[config.mk]
export PLATFORM = sky130hd
export DESIGN_NAME = mcycle_ctrl_flat
export DESIGN_NICKNAME = d
export VERILOG_FILES = /design/src/rtl/mcycle_ctrl_if.sv /design/src/rtl/mcycle_ctrl.sv /design/src/flat_wrapper.sv
export SDC_FILE = /design/constraint.sdc
export NUM_CORES = 1
export LEC_CHECK = 0
export ABC_AREA = 1
export BUFFER_PORTS_ARGS = -buffer_cell sky130_fd_sc_hd__buf_2
export CORE_MARGIN = 4
export CORE_UTILIZATION = 55
export DETAILED_ROUTE_END_ITERATION = 10
export GPL_ROUTABILITY_DRIVEN = 0
export HOLD_SLACK_MARGIN = 0.12
export PLACE_DENSITY_LB_ADDON = 0.1
export SYNTH_ARGS = -nofsm -noshare
export SYNTH_HDL_FRONTEND = slang
export SYNTH_SLANG_ARGS = --single-unit
[constraint.sdc]
create_clock -name clk -period 4.03 [get_ports clk]
set_clock_uncertainty 0.15 [all_clocks]
set_input_delay 1.209 -clock clk [delete_from_list [all_inputs] [get_ports clk]]
set_output_delay 1.209 -clock clk [all_outputs]
set_load 0.005 [all_outputs]
[src/rtl/mcycle_ctrl_if.sv]
// mcycle_ctrl_if: memory request/ready handshake between the multicycle
// control unit and the shared instruction/data memory.
//   MemReq    controller -> memory  access request
//   MemWrite  controller -> memory  the request is a store
//   AdrSrc    controller -> memory  address select (0 = PC, 1 = ALUOut)
//   MemReady  memory -> controller  access completes this cycle
interface mcycle_ctrl_if;
  logic MemReq;
  logic MemWrite;
  logic AdrSrc;
  logic MemReady;

  modport master (
    output MemReq,
    output MemWrite,
    output AdrSrc,
    input  MemReady
  );

  modport slave (
    input  MemReq,
    input  MemWrite,
    input  AdrSrc,
    output MemReady
  );
endinterface

[src/rtl/mcycle_ctrl.sv]
// mcycle_ctrl: multicycle RV32I control unit. Sequences each instruction
// through fetch/decode/execute/memory/writeback and drives the shared-memory
// multicycle datapath. Also keeps a retired-instruction counter and a memory
// wait watchdog.
//
// Optional feature: define MCYCLE_CTRL_TRAP_EN to trap illegal opcodes
// (IllegalOp set, FSM halts). Without it an illegal opcode retires as a NOP.
//
// Parameters:
//   CNT_W        width of InstRet
//   MEM_TIMEOUT  max wait cycles in a memory state (0 disables watchdog)
// Ports:
//   clk, reset            clock, synchronous active-high reset
//   op                    opcode of the instruction register
//   BranchTaken           branch condition from the datapath comparator
//   mem                   memory handshake (MemReq/MemWrite/AdrSrc/MemReady)
//   IRWrite, PCWrite      instruction register / PC write enables
//   RegWrite              register file write enable
//   ResultSrc             result mux select
//   ALUSrcA, ALUSrcB      ALU operand selects
//   ALUOp                 ALU operation class
//   ImmSrc                immediate format, decoded from op
//   IllegalOp, MemTimeout sticky fault flags
//   Halted                FSM is in HALT
//   InstRet               retired instruction count
module mcycle_ctrl #(
  parameter int unsigned CNT_W       = 32,
  parameter int unsigned MEM_TIMEOUT = 16
) (
  input  logic             clk,
  input  logic             reset,
  input  logic [6:0]       op,
  input  logic             BranchTaken,
  mcycle_ctrl_if.master    mem,
  output logic             IRWrite,
  output logic             PCWrite,
  output logic             RegWrite,
  output logic [1:0]       ResultSrc,
  output logic [1:0]       ALUSrcA,
  output logic [1:0]       ALUSrcB,
  output logic [1:0]       ALUOp,
  output logic [2:0]       ImmSrc,
  output logic             IllegalOp,
  output logic             MemTimeout,
  output logic             Halted,
  output logic [CNT_W-1:0] InstRet
);

`ifdef MCYCLE_CTRL_TRAP_EN
  localparam bit TRAP_EN = 1'b1;
`else
  localparam bit TRAP_EN = 1'b0;
`endif

  // Wide enough to hold MEM_TIMEOUT itself; at least one bit when disabled.
  localparam int unsigned WAIT_W = $clog2(MEM_TIMEOUT + 2);

  localparam logic [6:0] OP_LOAD  = 7'b0000011;
  localparam logic [6:0] OP_STORE = 7'b0100011;
  localparam logic [6:0] OP_RTYPE = 7'b0110011;
  localparam logic [6:0] OP_ITYPE = 7'b0010011;
  localparam logic [6:0] OP_BR    = 7'b1100011;
  localparam logic [6:0] OP_JAL   = 7'b1101111;
  localparam logic [6:0] OP_JALR  = 7'b1100111;
  localparam logic [6:0] OP_AUIPC = 7'b0010111;
  localparam logic [6:0] OP_LUI   = 7'b0110111;

  typedef enum logic [3:0] {
    FETCH, DECODE, MEMADR, MEMREAD, MEMWB, MEMWRITE, EXECR, EXECI,
    ALUWB, BRANCH, JAL, JALR, LINKWB, LUIWB, HALT
  } state_t;

  state_t              state;
  state_t              state_next;
  logic [WAIT_W-1:0]   wait_cnt;
  logic                is_wait;
  logic                wait_expire;
  logic                timeout_hit;
  logic                op_legal;
  logic                illegal_q;
  logic                timeout_q;
  logic [CNT_W-1:0]    inst_ret_q;

  assign is_wait     = (state == FETCH) || (state == MEMREAD) || (state == MEMWRITE);
  assign wait_expire = (MEM_TIMEOUT != 0) &&
                       ((32'(wait_cnt) + 32'd1) == 32'(MEM_TIMEOUT));
  assign op_legal    = op inside {OP_LOAD, OP_STORE, OP_RTYPE, OP_ITYPE, OP_BR,
                                  OP_JAL, OP_JALR, OP_AUIPC, OP_LUI};

  // State register
  always_ff @(posedge clk) begin
    if (reset) state <= FETCH;
    else       state <= state_next;
  end

  // Next-state logic; MemReady takes priority over an expiring watchdog
  always_comb begin
    state_next  = state;
    timeout_hit = 1'b0;
    case (state)
      FETCH: begin
        if (mem.MemReady) state_next = DECODE;
        else if (wait_expire) begin
          state_next  = HALT;
          timeout_hit = 1'b1;
        end
      end
      DECODE: begin
        case (op)
          OP_LOAD, OP_STORE: state_next = MEMADR;
          OP_RTYPE:          state_next = EXECR;
          OP_ITYPE:          state_next = EXECI;
          OP_BR:             state_next = BRANCH;
          OP_JAL:            state_next = JAL;
          OP_JALR:           state_next = JALR;
          OP_AUIPC:          state_next = ALUWB;
          OP_LUI:            state_next = LUIWB;
          default:           state_next = TRAP_EN ? HALT : FETCH;
        endcase
      end
      MEMADR:   state_next = op[5] ? MEMWRITE : MEMREAD;
      MEMREAD: begin
        if (mem.MemReady) state_next = MEMWB;
        else if (wait_expire) begin
          state_next  = HALT;
          timeout_hit = 1'b1;
        end
      end
      MEMWRITE: begin
        if (mem.MemReady) state_next = FETCH;
        else if (wait_expire) begin
          state_next  = HALT;
          timeout_hit = 1'b1;
        end
      end
      MEMWB:    state_next = FETCH;
      EXECR:    state_next = ALUWB;
      EXECI:    state_next = ALUWB;
      ALUWB:    state_next = FETCH;
      BRANCH:   state_next = FETCH;
      JAL:      state_next = LINKWB;
      JALR:     state_next = LINKWB;
      LINKWB:   state_next = FETCH;
      LUIWB:    state_next = FETCH;
      HALT:     state_next = HALT;
      default:  state_next = FETCH;
    endcase
  end

  // Output logic
  always_comb begin
    mem.MemReq   = 1'b0;
    mem.MemWrite = 1'b0;
    mem.AdrSrc   = 1'b0;
    IRWrite      = 1'b0;
    PCWrite      = 1'b0;
    RegWrite     = 1'b0;
    ResultSrc    = 2'b00;
    ALUSrcA      = 2'b00;
    ALUSrcB      = 2'b00;
    ALUOp        = 2'b00;
    case (state)
      FETCH: begin
        mem.MemReq = 1'b1;
        ALUSrcB    = 2'b10;
        ResultSrc  = 2'b10;
        IRWrite    = mem.MemReady;
        PCWrite    = mem.MemReady;
      end
      DECODE: begin
        ALUSrcA = 2'b01;
        ALUSrcB = 2'b01;
      end
      MEMADR: begin
        ALUSrcA = 2'b10;
        ALUSrcB = 2'b01;
      end
      MEMREAD: begin
        mem.MemReq = 1'b1;
        mem.AdrSrc = 1'b1;
      end
      MEMWB: begin
        ResultSrc = 2'b01;
        RegWrite  = 1'b1;
      end
      MEMWRITE: begin
        mem.MemReq   = 1'b1;
        mem.MemWrite = 1'b1;
        mem.AdrSrc   = 1'b1;
      end
      EXECR: begin
        ALUSrcA = 2'b10;
        ALUOp   = 2'b10;
      end
      EXECI: begin
        ALUSrcA = 2'b10;
        ALUSrcB = 2'b01;
        ALUOp   = 2'b10;
      end
      ALUWB: RegWrite = 1'b1;
      BRANCH: begin
        ALUSrcA = 2'b10;
        ALUOp   = 2'b01;
        PCWrite = BranchTaken;
      end
      JAL: PCWrite = 1'b1;
      JALR: begin
        ALUSrcA   = 2'b10;
        ALUSrcB   = 2'b01;
        ResultSrc = 2'b10;
        PCWrite   = 1'b1;
      end
      LINKWB: begin
        ALUSrcA   = 2'b01;
        ALUSrcB   = 2'b10;
        ResultSrc = 2'b10;
        RegWrite  = 1'b1;
      end
      LUIWB: begin
        ResultSrc = 2'b11;
        RegWrite  = 1'b1;
      end
      default: ;
    endcase
  end

  always_comb begin
    case (op)
      OP_STORE:        ImmSrc = 3'b001;
      OP_BR:           ImmSrc = 3'b010;
      OP_JAL:          ImmSrc = 3'b011;
      OP_AUIPC, OP_LUI: ImmSrc = 3'b100;
      default:         ImmSrc = 3'b000;
    endcase
  end

  // Wait counter restarts on every state change, so it only accumulates
  // while parked in FETCH/MEMREAD/MEMWRITE waiting for MemReady.
  always_ff @(posedge clk) begin
    if (reset) begin
      wait_cnt   <= '0;
      inst_ret_q <= '0;
      illegal_q  <= 1'b0;
      timeout_q  <= 1'b0;
    end else begin
      if (state_next != state)
        wait_cnt <= '0;
      else if (is_wait && !mem.MemReady)
        wait_cnt <= wait_cnt + WAIT_W'(1);

      if (state != FETCH && state_next == FETCH)
        inst_ret_q <= inst_ret_q + CNT_W'(1);

      if (TRAP_EN && state == DECODE && !op_legal)
        illegal_q <= 1'b1;

      if (timeout_hit)
        timeout_q <= 1'b1;
    end
  end

  assign IllegalOp  = illegal_q;
  assign MemTimeout = timeout_q;
  assign Halted     = (state == HALT);
  assign InstRet    = inst_ret_q;

endmodule

[src/flat_wrapper.sv]
// flat-port wrapper written by rule: the top's interface ports become plain ports
module mcycle_ctrl_flat 
#(
  parameter int unsigned CNT_W       = 32,
  parameter int unsigned MEM_TIMEOUT = 16
)
  (clk, reset, op, BranchTaken, IRWrite, PCWrite, RegWrite, ResultSrc, ALUSrcA, ALUSrcB, ALUOp, ImmSrc, IllegalOp, MemTimeout, Halted, InstRet, mem_MemReq, mem_MemWrite, mem_AdrSrc, mem_MemReady);
  mcycle_ctrl_if mem_i ();
  input  logic clk;
  input  logic reset;
  input  logic [6:0] op;
  input  logic BranchTaken;
  output logic IRWrite;
  output logic PCWrite;
  output logic RegWrite;
  output logic [1:0] ResultSrc;
  output logic [1:0] ALUSrcA;
  output logic [1:0] ALUSrcB;
  output logic [1:0] ALUOp;
  output logic [2:0] ImmSrc;
  output logic IllegalOp;
  output logic MemTimeout;
  output logic Halted;
  output logic [CNT_W-1:0] InstRet;
  output wire logic [$bits(mem_i.MemReq)-1:0] mem_MemReq;
  output wire logic [$bits(mem_i.MemWrite)-1:0] mem_MemWrite;
  output wire logic [$bits(mem_i.AdrSrc)-1:0] mem_AdrSrc;
  input wire logic [$bits(mem_i.MemReady)-1:0] mem_MemReady;
  assign mem_MemReq = mem_i.MemReq;
  assign mem_MemWrite = mem_i.MemWrite;
  assign mem_AdrSrc = mem_i.AdrSrc;
  assign mem_i.MemReady = mem_MemReady;
  mcycle_ctrl #(.CNT_W(CNT_W), .MEM_TIMEOUT(MEM_TIMEOUT)) u_core (.clk(clk), .reset(reset), .op(op), .BranchTaken(BranchTaken), .mem(mem_i), .IRWrite(IRWrite), .PCWrite(PCWrite), .RegWrite(RegWrite), .ResultSrc(ResultSrc), .ALUSrcA(ALUSrcA), .ALUSrcB(ALUSrcB), .ALUOp(ALUOp), .ImmSrc(ImmSrc), .IllegalOp(IllegalOp), .MemTimeout(MemTimeout), .Halted(Halted), .InstRet(InstRet));
endmodule
* Word-level counts from Yosys, hierarchy flattened
Index checks and enable logic that the tools add are counted.
** Word-level totals
- Memories :: 0
- Input port bits :: 11
- ROM bits :: 0
- Register bits after elaboration :: 42
- Word-level logic and storage cells :: 74
- Memory bits (writable) :: 0
- Latch bits :: 0
** Operators by class
- Eq/ne operators :: 25
- Divide/modulo/power cells :: 0
- Muxes and demuxes :: 21
- Magnitude comparators :: 0
- Bitwise gates (word level) :: 0
- Multipliers :: 0
- Shift-type cells :: 0
- Reductions and logical operators :: 21
- Add/sub/neg operators :: 3
** Operators by type and width (number)
- $pmux W4 S8 :: 2
- $add A32 B1 Y32 const B :: 1
- $eq A32 B5 Y1 const B :: 1
- $eq A4 B4 Y1 const B :: 7
- $eq A7 B6 Y1 const B :: 3
- $eq A7 B7 Y1 const B :: 3
- $eq A4 B3 Y1 const B :: 4
- $mux W4 :: 4
- $reduce_or A2 Y1 :: 8
- $eq A7 B5 Y1 const B :: 2
- $pmux W2 S2 :: 3
- $pmux W3 S4 :: 1
- $eq A4 B2 Y1 const B :: 2
- $logic_not A4 Y1 :: 2
- $mux W1 :: 8
- $reduce_or A4 Y1 :: 2
- $eq A7 B2 Y1 const B :: 1
- $add A5 B1 Y6 const B :: 1
- $pmux W2 S3 :: 1
- $reduce_or A3 Y1 :: 2
- $add A5 B1 Y5 const B :: 1
- $reduce_or A5 Y1 :: 1
- $eq A4 B1 Y1 const B :: 1
- $ne A4 B4 Y1 :: 1
- other kinds (6) :: 8

* Depth between registers and ports, before layout
- Depth in word-level cells :: 7
- Mapped depth :: 16
- Gate-level depth less buffers :: 15

* Worst setup path after synthesis
No wires, ideal clock.
- Kind :: input-to-output
- Start point :: input port op[1]
- End point :: output port ImmSrc[0]
- Data arrival time :: 1.664 ns
- Buffers on the path :: 0
- Path slack :: 1.007 ns
- Stages :: 4
- Cells stage by stage :: nand2_1 inv_1 nand3_1 o31ai_1
** On the way
- Longest elaborated chain between the ends :: 3
** Ends and longest elaborated chain
- start: declaration :: line flat_wrapper.sv:11 : input logic [6:0] op;
- $eq A7 B6 Y1 / $eq A7 B5 Y1 (equally long branches)
- $reduce_or A2 Y1 :: line mcycle_ctrl.sv:228 : case (op)
- $pmux W3 S4 * :: line mcycle_ctrl.sv:228
- end: declaration :: line flat_wrapper.sv:20 : output logic [2:0] ImmSrc;
Mark *: on every way between the ends. The rest lies on a longest branch, timed or not.

* Worst setup path after layout
- Start point :: input port op[6]
- End point :: output port ImmSrc[2]
The elaborated chain is that of the path after synthesis.

==> impl_results.md <==
- Run status: finished, final reports clean
- Synth area leader: dfxtp_1
- Clock tree from TritonCTS: done
- WL per Instance: 12.00 um
- Post-synth EDFFs: 0
- Hold-fix buffer count after cts: 0
- Total power divided by cell area: 305.6 nW/um^2
- Least-Margin Pin Slew: 572.3 ps
- FF-to-FF path depth: 13
- Unrepaired setup endpoints after global routing: false
- Synthesized area divided by synthesized cell count: 6.081 um^2
- Count of cell types in the netlist: 36
- Netlist area before placement: 3089 um^2
- Sequential cell area fraction in the yosys report: 27.22%
- Post-synthesis sequential element count: 42
- Top post-synthesis cells by count: nand2_1 (141), nor2_1 (90), inv_1 (63), dfxtp_1 (42), nand3_1 (30)
- Setup-violating endpoint count in the final report: 0
- Layout overhead on the synthesized area: 13.28%
- # port buffers: 61
- Tmin final: 3312 ps
- Initial core utilization: 56.45%
- Number of buffers inserted during clock tree synthesis: 5
- Share of total power in the clock network: 25.2%
- Clock network latency to the later pin of the worst-skew pair: 300 ps
- Number of antenna violations at the first check in global routing: 0
- TritonCTS Sinks: 42
- Non-Filler Cell Area, Final: 3500 um^2
- Count of nets after finishing: 578
- Yosys warning count: 0
- Count of standard-cell rows: 27
- Top_reg_cell synth: dfxtp_1
- Antenna fix cells: 0
- CP endpoint kind: output pin
- Number of nets with antenna violations after detailed routing: 0
- CP Max Fanout: 4
- Worst slew slack as a fraction of its limit: 61.56%
- Number of fillers in the final layout: 555
- Cells after synthesis: 508
- Internal power: 0.0006891 W
- Fraction of layout instances using a drive strength above 1: 16.81%
- Vias per inst: 5.105
- Via count of the first global-routing pass: 3165
- Detailed-routing iteration count for the pre-antenna-repair pass: 4
- Number of hold violations in the final report: 0
- Combinational power share: 27.3%
- Highest clock frequency the design can meet: 302.0 MHz
- GR Overflow Total: 0
- Quantity of gates resized following cts: 0
- Initial DRC count: 226
- Max capacitance violation total: 0
- Total Wirelength: 7646 um
- Core Region: 5473 um^2
- Fin Setup TNS: 0 ps
- Half-perimeter wire length of the detailed placement result: 5868 um
- Clock Path Buffers: 2
- Leak: 1.832 nW
- Part of the power in registers: 47.5%
- Fraction of power spent switching nets: 35.56%
- Master cell of the clock root buffer: clkbuf_8
- Number of nets in the synthesized netlist: 521
- Final-layout worst hold slack: 331.7 ps
- Die footprint: 6880 um^2
- Required time reported for the critical path endpoint: 2670 ps
- Total I/O pin count: 63
- Post-CTS setup buffer count: 0
- Max rail drop VDD: 0.0002472 V
- Net switching power of the design: 0.0003804 W
- Worst hold path cell count: 2
- First-pass GRT wire length: 13660 um
- Fin crit share: 82.17%
- Leading cell type by number of instances after synthesis: nand2_1
- Drc violations: 0
- Worst Setup Start Kind: input port
- Post-CTS clock slew at the launch and capture registers of the worst setup and hold paths: 80 ps
- Count of final max-slew check failures: 0
- Vertical die dimension: 82.95 um
- Die width: 82.95 um
- Total track usage: 23.04%
- Post-synth ARST share: 0%
- Total via count in the routed design: 3252
- Data arrival at the endpoint of the critical path: 1950 ps
- Critical setup path kind: in2out
- Worst Hold Class: reg2reg
- Area share of the leading cell type in the synthesized netlist: 27.22%
- Biggest area contributors in the synthesized netlist: dfxtp_1 (27%), nand2_1 (17%), nor2_1 (11%), inv_1 (7.7%), xor2_1 (7.7%)
- Placement Cell Area: 3421 um^2
- CTS H-tree lvls: 2
- Maximum number of pins on one net before global-route repair: 40
power by group through the flow:
stage                     Combinational (W)  Clock (W)  Sequential (W)
after detailed placement           0.000292          0        0.000517
final                              0.000292   0.000270        0.000508
after floorplan                    0.000210          0        0.000509
after global routing               0.000340   0.000291        0.000516
after global placement             0.000282          0        0.000515
after CTS                          0.000293   0.000270        0.000507
kinds of logic (layout without fill, tap and decap cells):
family,after synthesis,in the layout,share of synthesized area (%)
multiplexers,1,1,0.3240
AND/OR/NAND/NOR,322,322,46.42
flip-flops,42,42,27.22
buffers and inverters,77,134,10.21
XOR/XNOR,32,32,9.073
other,1,1,0.1214
adder cells (fa/ha/maj),2,2,0.8099
AO/OA/AOI/OAI,31,31,5.833
area by class of cell:
cell class | instances | area, um^2 | share of cell area, %
Multi-Input combinational cell | 389 | 1933 | 55.24
Clock inverter | 2 | 10.01 | 0.2860
Timing Repair Buffer | 62 | 312.8 | 8.938
Sequential cell | 42 | 840.8 | 24.03
Clock buffer | 5 | 68.82 | 1.966
Tap cell | 72 | 90.09 | 2.574
Inverter | 65 | 244.0 | 6.972
path summary, 6_finish.rpt:
path	from	endpoint	slack [ps]
worst max-delay path	op[6]	ImmSrc[2]	720
worst min-delay path	u_core.MemTimeout	u_core.MemTimeout	330
worst min register to register	u_core.MemTimeout	u_core.MemTimeout	330
worst max register to register	u_core.wait_cnt[0]	u_core.InstRet[9]	1430
sequential cells by signal, summed over array words and instances, names as in the netlist:
register and count:
u_core.MemTimeout 1, u_core.state 4, u_core.InstRet 32, u_core.wait_cnt 5
per-layer routing:
metal	global-route usage [%]	share of wire, %
met1	31.54	49
met2	38.41	45
met3	3.770	5.8
met4	4.458	0.63
met5	0	0
critical path: stages:
cell and delay [ps]:
buf_2 100, inv_1 90, nand2_1 110, nor3_1 260
buf_2 180
stage by stage:
step | util (%) | total power, W | std cells | worst slack (ps)
global route | 63.95 | 0.001146 | 637 | 629.0
CTS | 63.95 | 0.001071 | 637 | 715.3
detailed placement | 62.51 | 0.0008086 | 630 | 721.1
floorplan | - | 0.0007197 | 508 | 1007
finish | 63.95 | 0.001070 | 637 | 718.4
global placement | 62.51 | 0.0007974 | 630 | 750.1
layout by cell type, fill, tap and decap left out:
cell type    n
nand4_1     10
o31ai_1      1
nand3_2      1
o21ai_0      7
a21oi_4      1
o211ai_1     1
xor2_1      27
mux2i_1      1
buf_4        1
nand3_4      1
nor3_1      17
inv_1       63
nand3_1     30
o21bai_1     3
nor2_8       1
nand3b_1     9
nor2_4       1
nor3b_1      1
inv_2        2
dfxtp_1     42
ha_1         2
xnor2_1      5
clkinv_2     2
nor2_1      90
nand2_4      2
nand2_2      4
conb_1       1
nor2_2      13
buf_2       61
a21oi_1     16
nand2_1    141
nor4_1       1
o21ai_1      1
a31oi_1      1
clkbuf_8     5
Note: power is estimated with default switching activity, not from simulation.
